===== src/rtl/inst_fetch.sv =====
// Instruction fetch unit: one-request-at-a-time fetch FSM with redirect/discard handling.
// Optional one-entry skid buffer for bubble-free fetch when FETCH_SKID_EN is defined.
module inst_fetch #(
  parameter logic [7:0] RESET_PC = 8'h00
) (
  input  logic        clk,
  input  logic        rst_n,
  input  logic        halt,
  input  logic        redirect,
  input  logic [7:0]  redirect_pc,
  output logic        mem_req,
  output logic [7:0]  mem_addr,
  input  logic        mem_ack,
  input  logic [15:0] mem_data,
  output logic [15:0] inst,
  output logic [7:0]  inst_pc,
  output logic        inst_valid,
  input  logic        inst_ready
);

  typedef enum logic [1:0] {StIdle, StReq, StValid} state_e;

  state_e      state_q, state_d;
  logic [7:0]  pc_q, pc_d;
  logic [7:0]  addr_q, addr_d;
  logic [15:0] inst_q, inst_d;
  logic [7:0]  inst_pc_q, inst_pc_d;
  logic        valid_q, valid_d;
  logic        discard_q, discard_d;
  logic        transfer;
  logic        issue;

`ifdef FETCH_SKID_EN
  logic        side_q, side_d;
  logic        skid_full_q, skid_full_d;
  logic [15:0] skid_q, skid_d;
  logic [7:0]  skid_pc_q, skid_pc_d;
  logic        side_ack;
`endif

  assign transfer = valid_q & inst_ready;

  always_comb begin
    state_d   = state_q;
    pc_d      = pc_q;
    addr_d    = addr_q;
    inst_d    = inst_q;
    inst_pc_d = inst_pc_q;
    valid_d   = valid_q;
    discard_d = discard_q;
    issue     = 1'b0;
`ifdef FETCH_SKID_EN
    side_d      = side_q;
    skid_full_d = skid_full_q;
    skid_d      = skid_q;
    skid_pc_d   = skid_pc_q;
    side_ack    = side_q & mem_ack;
`endif

    unique case (state_q)
      StIdle: begin
        if (redirect) pc_d = redirect_pc;
        if (!halt) begin
          state_d = StReq;
          issue   = 1'b1;
        end
      end

      StReq: begin
        if (mem_ack) begin
          if (redirect) begin
            pc_d      = redirect_pc;
            discard_d = 1'b0;
            issue     = 1'b1;
          end else if (discard_q) begin
            // Stale response from a redirected request: drop it and refetch at the new PC.
            discard_d = 1'b0;
            issue     = 1'b1;
          end else begin
            inst_d    = mem_data;
            inst_pc_d = addr_q;
            valid_d   = 1'b1;
            pc_d      = pc_q + 8'd1;
            state_d   = StValid;
          end
        end else if (redirect) begin
          pc_d      = redirect_pc;
          discard_d = 1'b1;
        end
      end

      StValid: begin
`ifdef FETCH_SKID_EN
        if (redirect) begin
          valid_d     = 1'b0;
          skid_full_d = 1'b0;
          side_d      = 1'b0;
          pc_d        = redirect_pc;
          if (side_q && !mem_ack) begin
            // The in-flight request cannot be aborted; let it finish and drop its data.
            discard_d = 1'b1;
            state_d   = StReq;
          end else if (!halt) begin
            state_d = StReq;
            issue   = 1'b1;
          end else begin
            state_d = StIdle;
          end
        end else begin
          if (side_ack) begin
            side_d = 1'b0;
            pc_d   = pc_q + 8'd1;
          end
          if (transfer) begin
            if (skid_full_q) begin
              inst_d      = skid_q;
              inst_pc_d   = skid_pc_q;
              skid_full_d = 1'b0;
            end else if (side_ack) begin
              inst_d    = mem_data;
              inst_pc_d = addr_q;
            end else begin
              valid_d = 1'b0;
              if (side_q) begin
                side_d  = 1'b0;
                state_d = StReq;
              end else if (!halt) begin
                state_d = StReq;
                issue   = 1'b1;
              end else begin
                state_d = StIdle;
              end
            end
          end else if (side_ack) begin
            skid_d      = mem_data;
            skid_pc_d   = addr_q;
            skid_full_d = 1'b1;
          end
          if (state_d == StValid && !side_d && !skid_full_d && !halt) begin
            side_d = 1'b1;
            issue  = 1'b1;
          end
        end
`else
        if (redirect || transfer) begin
          valid_d = 1'b0;
          if (redirect) pc_d = redirect_pc;
          if (!halt) begin
            state_d = StReq;
            issue   = 1'b1;
          end else begin
            state_d = StIdle;
          end
        end
`endif
      end

      default: state_d = StIdle;
    endcase

    // mem_addr only changes when a fresh request starts, so it stays put across redirects.
    if (issue) addr_d = pc_d;
  end

  always_ff @(posedge clk) begin
    if (!rst_n) begin
      state_q   <= StIdle;
      pc_q      <= RESET_PC;
      addr_q    <= RESET_PC;
      inst_q    <= 16'h0000;
      inst_pc_q <= RESET_PC;
      valid_q   <= 1'b0;
      discard_q <= 1'b0;
`ifdef FETCH_SKID_EN
      side_q      <= 1'b0;
      skid_full_q <= 1'b0;
      skid_q      <= 16'h0000;
      skid_pc_q   <= RESET_PC;
`endif
    end else begin
      state_q   <= state_d;
      pc_q      <= pc_d;
      addr_q    <= addr_d;
      inst_q    <= inst_d;
      inst_pc_q <= inst_pc_d;
      valid_q   <= valid_d;
      discard_q <= discard_d;
`ifdef FETCH_SKID_EN
      side_q      <= side_d;
      skid_full_q <= skid_full_d;
      skid_q      <= skid_d;
      skid_pc_q   <= skid_pc_d;
`endif
    end
  end

`ifdef FETCH_SKID_EN
  assign mem_req = (state_q == StReq) | side_q;
`else
  assign mem_req = (state_q == StReq);
`endif
  assign mem_addr   = addr_q;
  assign inst       = inst_q;
  assign inst_pc    = inst_pc_q;
  assign inst_valid = valid_q;

endmodule


===== config.mk =====
export PLATFORM = sky130hd
export DESIGN_NAME = inst_fetch
export DESIGN_NICKNAME = d
export VERILOG_FILES = /design/src/rtl/inst_fetch.sv
export SDC_FILE = /design/constraint.sdc
export NUM_CORES = 1
export LEC_CHECK = 0
export CAP_MARGIN = 15
export CORE_MARGIN = 8
export CORE_UTILIZATION = 42
export CTS_CLUSTER_SIZE = 8
export DETAILED_ROUTE_END_ITERATION = 12
export PLACE_DENSITY_LB_ADDON = 0.12
export SYNTH_ARGS = -nofsm -noshare
export SYNTH_HDL_FRONTEND = slang
export SYNTH_SLANG_ARGS = --single-unit

===== constraint.sdc =====
create_clock -name clk -period 1.5 [get_ports clk]
set_input_delay 0.3 -clock clk [delete_from_list [all_inputs] [get_ports clk]]
set_output_delay 0.3 -clock clk [all_outputs]
set_load 0.01 [all_outputs]

# Yosys cells after proc, flatten, opt, wreduce, memory -nomap -nowiden
# Index checks and enable logic that the tools add are counted.
[totals] regBits=44
[classes] muxes=26 n_reduce_logical=8 eq_ne=7 bitwise=3 addsub=1
[op_table] operator="two-way mux 8 bit" count=5
[op_table] operator="one-hot mux 8 bit (3 select lines)" count=1
[op_table] operator="two-way mux 1 bit" count=12
[op_table] operator="two-way mux 2 bit" count=5
[op_table] operator="AND reduction 5 bit" count=2
[op_table] operator="adder 8 x 1 -> 8 bit (second input constant)" count=1
[op_table] operator="!= test 2 bit (second input constant)" count=4
[op_table] operator="one-hot mux 2 bit (3 select lines)" count=1
[op_table] operator="AND reduction 4 bit" count=1
[op_table] operator="nonzero test 2 bit" count=2
[op_table] operator="one-hot mux 1 bit (3 select lines)" count=1
[op_table] operator="equality test 2 x 1 -> 1 bit (second input constant)" count=1
[op_table] operator="equality test 2 bit (second input constant)" count=1
[op_table] operator="logical NOT 2 bit" count=1
[op_table] operator="!= test 2 x 1 -> 1 bit (second input constant)" count=1
[op_table] operator="NOT 1 bit" count=2
[op_table] operator="one-hot mux 1 bit (2 select lines)" count=1
[op_table] operator="AND reduction 2 bit" count=1
[op_table] operator="AND 1 bit" count=1
[op_table] operator="logical OR 1 bit" count=1

# Longest topological paths before layout
# Gate-level depths: netlist of the first run.
[logic_depth] depth_word=5 mapped_depth=7

# Worst setup path after synthesis of the first run
# OpenSTA, ideal clock, no wires.
[synth_path] kind="register to register" startpoint="register pc_q[1]" endpoint="register addr_q[6], in the netlist mem_addr[6]" arrival_ns=1.495 synth_period_minus_slack_ns=1.586 path_stages_with_launch=6 t_required_ns=1.409 setup_slack_ns=-0.086 path_cell_list="dfxtp_1 > ha_1 > nor4bb_4 > a221oi_2 > or3_1 > a311oi_1"
[synth_between] elab_chain_cells=5
[synth_rtl] element="start: declaration" line_no="24" source="logic [7:0] pc_q, pc_d;"
[synth_rtl] element="start signal: assignment" line_no="182" source="pc_q <= pc_d;"
[synth_rtl] element="adder 8 x 1 -> 8 bit" line_no="83" source="pc_d = pc_q + 8'd1;"
[synth_rtl] element="two-way mux 8 bit" line_no="75" source="end else if (discard_q) begin"
[synth_rtl] element="two-way mux 8 bit" line_no="71" source="if (redirect) begin"
[synth_rtl] element="two-way mux 8 bit" line_no="70" source="if (mem_ack) begin"
[synth_rtl] element="one-hot mux 8 bit (3 select lines)" line_no="60" source="unique case (state_q)"
[synth_rtl] element="end signal: assignment" line_no="183" source="addr_q <= addr_d;"
[synth_rtl] element="end: declaration" line_no="25" source="logic [7:0] addr_q, addr_d;"
# No other way between the ends.
# A chain may end at the register's enable or synchronous reset.

# Worst setup path after layout of the first run
[layout_path] startpoint="register pc_q[0]" endpoint="register addr_q[6], in the netlist mem_addr[6]"
# The elaborated chain is that of the path after synthesis.

==> results of run 1 <==
## Yosys cell counts, types with 3 or more instances
cell type / instances
a21oi_1: 35
inv_1: 7
o22ai_1: 5
clkbuf_1: 4
nand2_1: 57
buf_2: 8
a311oi_1: 3
mux2i_1: 4
nor2_1: 8
o21ai_0: 3
dfxtp_1: 44
nor3_1: 6
nand3_1: 3
and3_1: 3
nor2b_1: 6
## path summary, 6_finish.rpt
kind / from / to / slack (ns) / depth (start not counted)
worst min-delay path: inst[13] / inst[13] / 0.45 / 2
worst max-delay path: pc_q[0] / mem_addr[6] / -0.02 / 5
worst max register to register: pc_q[0] / mem_addr[6] / -0.02 / 5
worst min register to register: inst[13] / inst[13] / 0.45 / 2
## worst max-delay path, stage by stage (launching register included)
cell      delay [ns]
dfxtp_4         0.38
ha_4            0.14
nor4bb_4        0.28
a221oi_2        0.10
or3_4           0.36
a311oi_2        0.19
## routing by layer
layer / vias up / track usage / share of wire
li1: 1084 / - / -
met1: 1036 / 0.1964 / 0.42
met2: 83 / 0.2890 / 0.50
met5: - / 0 / 0
met4: 0 / 0.05096 / 0.012
met3: 8 / 0.04489 / 0.067
## area by class of cell
cell class / instances / area share
timing repair buffer: 113 / 0.3134
inverter: 8 / 0.008756
multi-input combinational: 179 / 0.3561
clock buffer: 5 / 0.02007
sequential: 44 / 0.2638
tap: 67 / 0.02444
clock inverter: 3 / 0.01350
## flip-flops by register name, summed over array words and instances (netlist names)
| register | cells |
|---|---|
| state_q | 2 |
| inst | 16 |
| inst_valid | 1 |
| discard_q | 1 |
| pc_q | 8 |
| inst_pc | 8 |
| mem_addr | 8 |
## kinds of logic after synthesis
| logic type | share of synthesized area |
|---|---|
| DFF | 0.4290 |
| and+or+nand+nor | 0.2401 |
| adders and majority gates | 0.006093 |
| muxes | 0.02499 |
| AOI/OAI and AO/OA | 0.2425 |
| buffers and inverters | 0.05728 |
## per-stage QoR
step | util | TNS [ns] | hold WS, ns
2_1_floorplan | - | 0 | 0.4360
3_3_place_gp | 0.6342 | -14.99 | 0.4404
3_5_place_dp | 0.6342 | -16.16 | 0.4455
4_1_cts | 0.6630 | -0.1362 | 0.4578
5_1_grt | 0.7261 | -0.7800 | 0.4836
6_report | 0.7261 | -0.01658 | 0.4544
## placed cells by master (no fill, tap or decap), types with 5 or more instances in the layout
cell              n
dfxtp_4           5
nand2_1          46
nor3_1            6
buf_4            41
nor2b_1           5
o22ai_1           5
a21oi_2          15
dfxtp_1          35
inv_1             7
nand2_2           8
nor2_1            6
dlymetal6s2s_1   17
clkdlybuf4s50_1  30
a21oi_1          20
clkbuf_8          5
buf_6             7
dlygate4sd2_1    16
## report_power, final
part           total, W  leakage [nW]  switching (W)  internal, W
Sequential      0.00128         0.363      0.0000540      0.00122
Clock          0.000954        0.0548       0.000452     0.000502
Combinational  0.000580          1.22       0.000269     0.000310
Total           0.00281          1.64       0.000775      0.00204
## timing repair
item	in CTS	in global routing
setup buffers	0	6
pin swaps	6	18
gates resized for setup	28	77
endpoints found under the setup margin	53	55
endpoints found under the hold margin	0	0
cloned	0	2
==> qor.txt, run 1 <==
outcome = finished with violations
Routed Antenna Nets = 0
Worst Tran Pin Value = 0.3527 ns
number of synthesized flops with an enable pin = 0
Chip Width = 85.92 um
Clk pin slew, worst setup/hold paths = 0.10 ns
Synth area leader = dfxtp_1
Max-Cap Viols = 0
Pleak = 1.638 nW
vias in the first global route = 2122
IO Port Bufs = 63
CTS max path bufs = 2
count of hold-fix buffers inserted at cts = 0
pre-CTS setup slack = -0.4798 ns
Die Y = 85.92 um
H-tree depth = 2
Yosys cell types = 52
Worst EP arrival = 1.75 ns
# diodes = 0
pwr dens = 819.4 nW/um2
initial antenna violation count = 0
Avg Cell Area, Syn = 8.313 um2
Worst Path Required = 1.73 ns
Finish-stage setup viols = 1
Post-Synthesis Cells = 247
Post-route DRC = 0
Synthesized Nets = 278
CP Max Fanout = 4
ys async rst share = 0
Detail Placement HPWL = 4.592 mm
drt total wl = 6.761 mm
Area Overhead vs Synth = 67.03%
Clock Sinks = 44
final hold vios = 0
CTS Buf Count = 5
multi-input combinational cell area = 1221 um2
CTS tree = yes
VDD IR-drop max = 0.0008207 V
largest net degree at the start of global routing = 26
vias per cell = 5.277
worst min-delay path category = reg2reg
RSZ-0062 raised after global routing = true
Initial Utilization = 0.4347
fmax = 659.4 MHz
clk_lat worst skew = 0.30 ns
top post-synthesis cells by area = dfxtp_1 43%, nand2_1 10%, a21oi_1 8.5%
WL/cell = 16.14 um
post-synth top area share = 0.4290
failing checks = setup timing
DR vias = 2211
fraction of layout cells with a size suffix above 1 = 0.3182
io pins = 64
Cells after DPL = 403
PnR worst setup slack = -0.01658 ns
Finished Layout Cells = 419
Mapped Area = 2053 um2
Tot GR Track Use = 0.1678
Tot Pwr = 0.002810 W
ys flop type = dfxtp_1
Seq cells post-synth = 44
routability congestion estimate = 0.8626
die area = 7382 um2
Design Area, Final = 3430 um2
critical path capture point type = flop
crit path kind = reg2reg
Slew HR = 0.7644
Std-Cell Rows = 25
Pre-antenna DRT Iters = 4
clock root buffer = clkbuf_8
Setup Skew = 0.01175 ns
Final Cycle Share = 1.011
FF/Latch Area = 904.6 um2
GRT overflow = 0
fin. max-slew vios = 0
DRT iter0 DRCs = 137
Syn. warnings = 0
register area share after synthesis = 0.4290
fillers = 370
post-route minimum period = 1.517 ns
first-pass GRT wire length = 10.01 mm
# nets final = 382
Core ar. = 4723 um2
dpl cell area = 2995 um2
startpoint types = flop
Power figures use the tool's default switching activity.
==> inputs of run 2 (changes only) <==
--- a/config.mk
+++ b/config.mk
@@ -6,11 +6,12 @@
 export NUM_CORES = 1
 export LEC_CHECK = 0
 export CAP_MARGIN = 15
-export CORE_MARGIN = 8
-export CORE_UTILIZATION = 42
+export CORE_UTILIZATION = 56
 export CTS_CLUSTER_SIZE = 8
 export DETAILED_ROUTE_END_ITERATION = 12
+export DONT_BUFFER_PORTS = 1
 export PLACE_DENSITY_LB_ADDON = 0.12
+export SKIP_CTS_REPAIR_TIMING = 1
 export SYNTH_ARGS = -nofsm -noshare
 export SYNTH_HDL_FRONTEND = slang
 export SYNTH_SLANG_ARGS = --single-unit
==> qor.txt, run 2 (synthesis results as in run 1) <==
outcome = finished with violations
failing checks = setup timing
Tot GR Track Use = 0.2725
Finish-stage setup viols = 1
critical path capture point type = flop
Core ar. = 3416 um2
final cell utilization of the core = 0.7125
Detail Placement HPWL = 3.787 mm
DRT iter0 DRCs = 94
Std-Cell Rows = 21
CTS max path bufs = 2
Initial Utilization = 0.6011
crit-path max cell delay = 0.39 ns
WL/cell = 17.00 um
io pins = 64
first-pass GRT wire length = 8.480 mm
fillers = 288
Slew HR = 0.7437
GRT overflow = 0
Pre-antenna DRT Iters = 4
largest net degree at the start of global routing = 28
multi-input combinational cell area = 1102 um2
worst min-delay path category = in2reg
startpoint types = flop
crit path kind = reg2reg
Worst Path Required = 1.78 ns
pwr dens = 984.0 nW/um2
Final Cycle Share = 1.080
CP Max Fanout = 4
CTS Buf Count = 5
fin. max-slew vios = 0
most frequent cells in the layout = 57 x nand2_1, 34 x a21oi_1, 34 x dfxtp_1
dpl cell area = 2246 um2
vias in the first global route = 1881
Max-Cap Viols = 0
CTS tree = yes
routability congestion estimate = 0.8908
Worst EP arrival = 1.90 ns
H-tree depth = 2
Chip Width = 62.55 um
max reg flops = 16
Tot Pwr = 0.002395 W
Clk pin slew, worst setup/hold paths = 0.14 ns
Die Y = 62.55 um
# nets final = 300
fraction of layout cells with a size suffix above 1 = 0.2444
clock root buffer = clkbuf_4
die area = 3913 um2
CP cell instances = ha_4 > nor4bb_4 > a221oi_2 > or3_4 > a311oi_2
vias per cell = 6.136
initial antenna violation count = 0
FF/Latch Area = 903.4 um2
Area Overhead vs Synth = 18.53%
RSZ-0062 raised after global routing = true
Clock Sinks = 44
Worst Tran Pin Value = 0.3796 ns
CP max-delay cell = dfxtp_4
PnR worst setup slack = -0.1201 ns
IO Port Bufs = 0
VDD IR-drop max = 0.0007034 V
DR vias = 1939
commonest non-fill, non-tap cell in the layout = nand2_1
Design Area, Final = 2434 um2
Pleak = 0.8911 nW
clk_lat worst skew = 0.35 ns
fmax = 617.2 MHz
drt total wl = 5.371 mm
Routed Antenna Nets = 0
post-route minimum period = 1.620 ns
Post-route DRC = 0
# diodes = 0
final hold vios = 0
Setup Skew = 0.008704 ns
==> run 2: cell types whose count changed in the layout (fill, tap and decap cells not counted), sizes merged <==
cell / delta
buf: -19
dlygate4sd2: -16
clkdlybuf4s50: -30
dlymetal6s2s: -17
==> run 2: final cells by class <==
class                   instances  area share
multi-input cells             179      0.4530
flip-flops and latches         44      0.3712
repair buffers                 31      0.1054
well taps                      46     0.02365
clock inverters                 3     0.01902
clock buffers                   5     0.01542
inverters                       8     0.01234
==> run 2: final timing paths <==
kind | startpoint | to | slack (ns) | depth (start not counted)
min reg2reg | inst_pc[4] | inst_pc[4] | 0.51 | 2
max reg2reg | pc_q[0] | mem_addr[6] | -0.12 | 5
min | rst_n | discard_q | 0.05 | 2
max | pc_q[0] | mem_addr[6] | -0.12 | 5
==> run 2: metal layers <==
layer,global-route usage,part of all wire,vias to the layer above
met5,0,0,-
met4,0.1134,0.012,0
met3,0.05109,0.076,8
met2,0.4837,0.51,95
met1,0.3191,0.40,911
li1,-,-,925
==> run 2: worst max-delay path, delay by kind of cell (launching register included) <==
kind	cells	cell delay, ns
and+or+nand+nor	2	0.69
AOI/OAI and AO/OA	2	0.33
DFF	1	0.39
adders and majority gates	1	0.13
==> run 2: report_power, final <==
group / internal, W / switching [W] / total, W
registers: 0.00123 / 0.0000775 / 0.00130
clock network: 0.000357 / 0.000403 / 0.000760
logic: 0.000164 / 0.000168 / 0.000332
==> run 2: through the flow <==
stage	std cells	setup slack, ns	hold slack, ns	TNS [ns]
2_1_floorplan	247	0.001800	0.4360	0
3_3_place_gp	305	-0.01184	0.4210	-0.01184
3_5_place_dp	305	-0.1149	0.4323	-0.5246
4_1_cts	313	-0.1459	0.05242	-1.168
5_1_grt	316	-0.1925	0.04885	-0.5223
6_report	316	-0.1201	0.05371	-0.1201
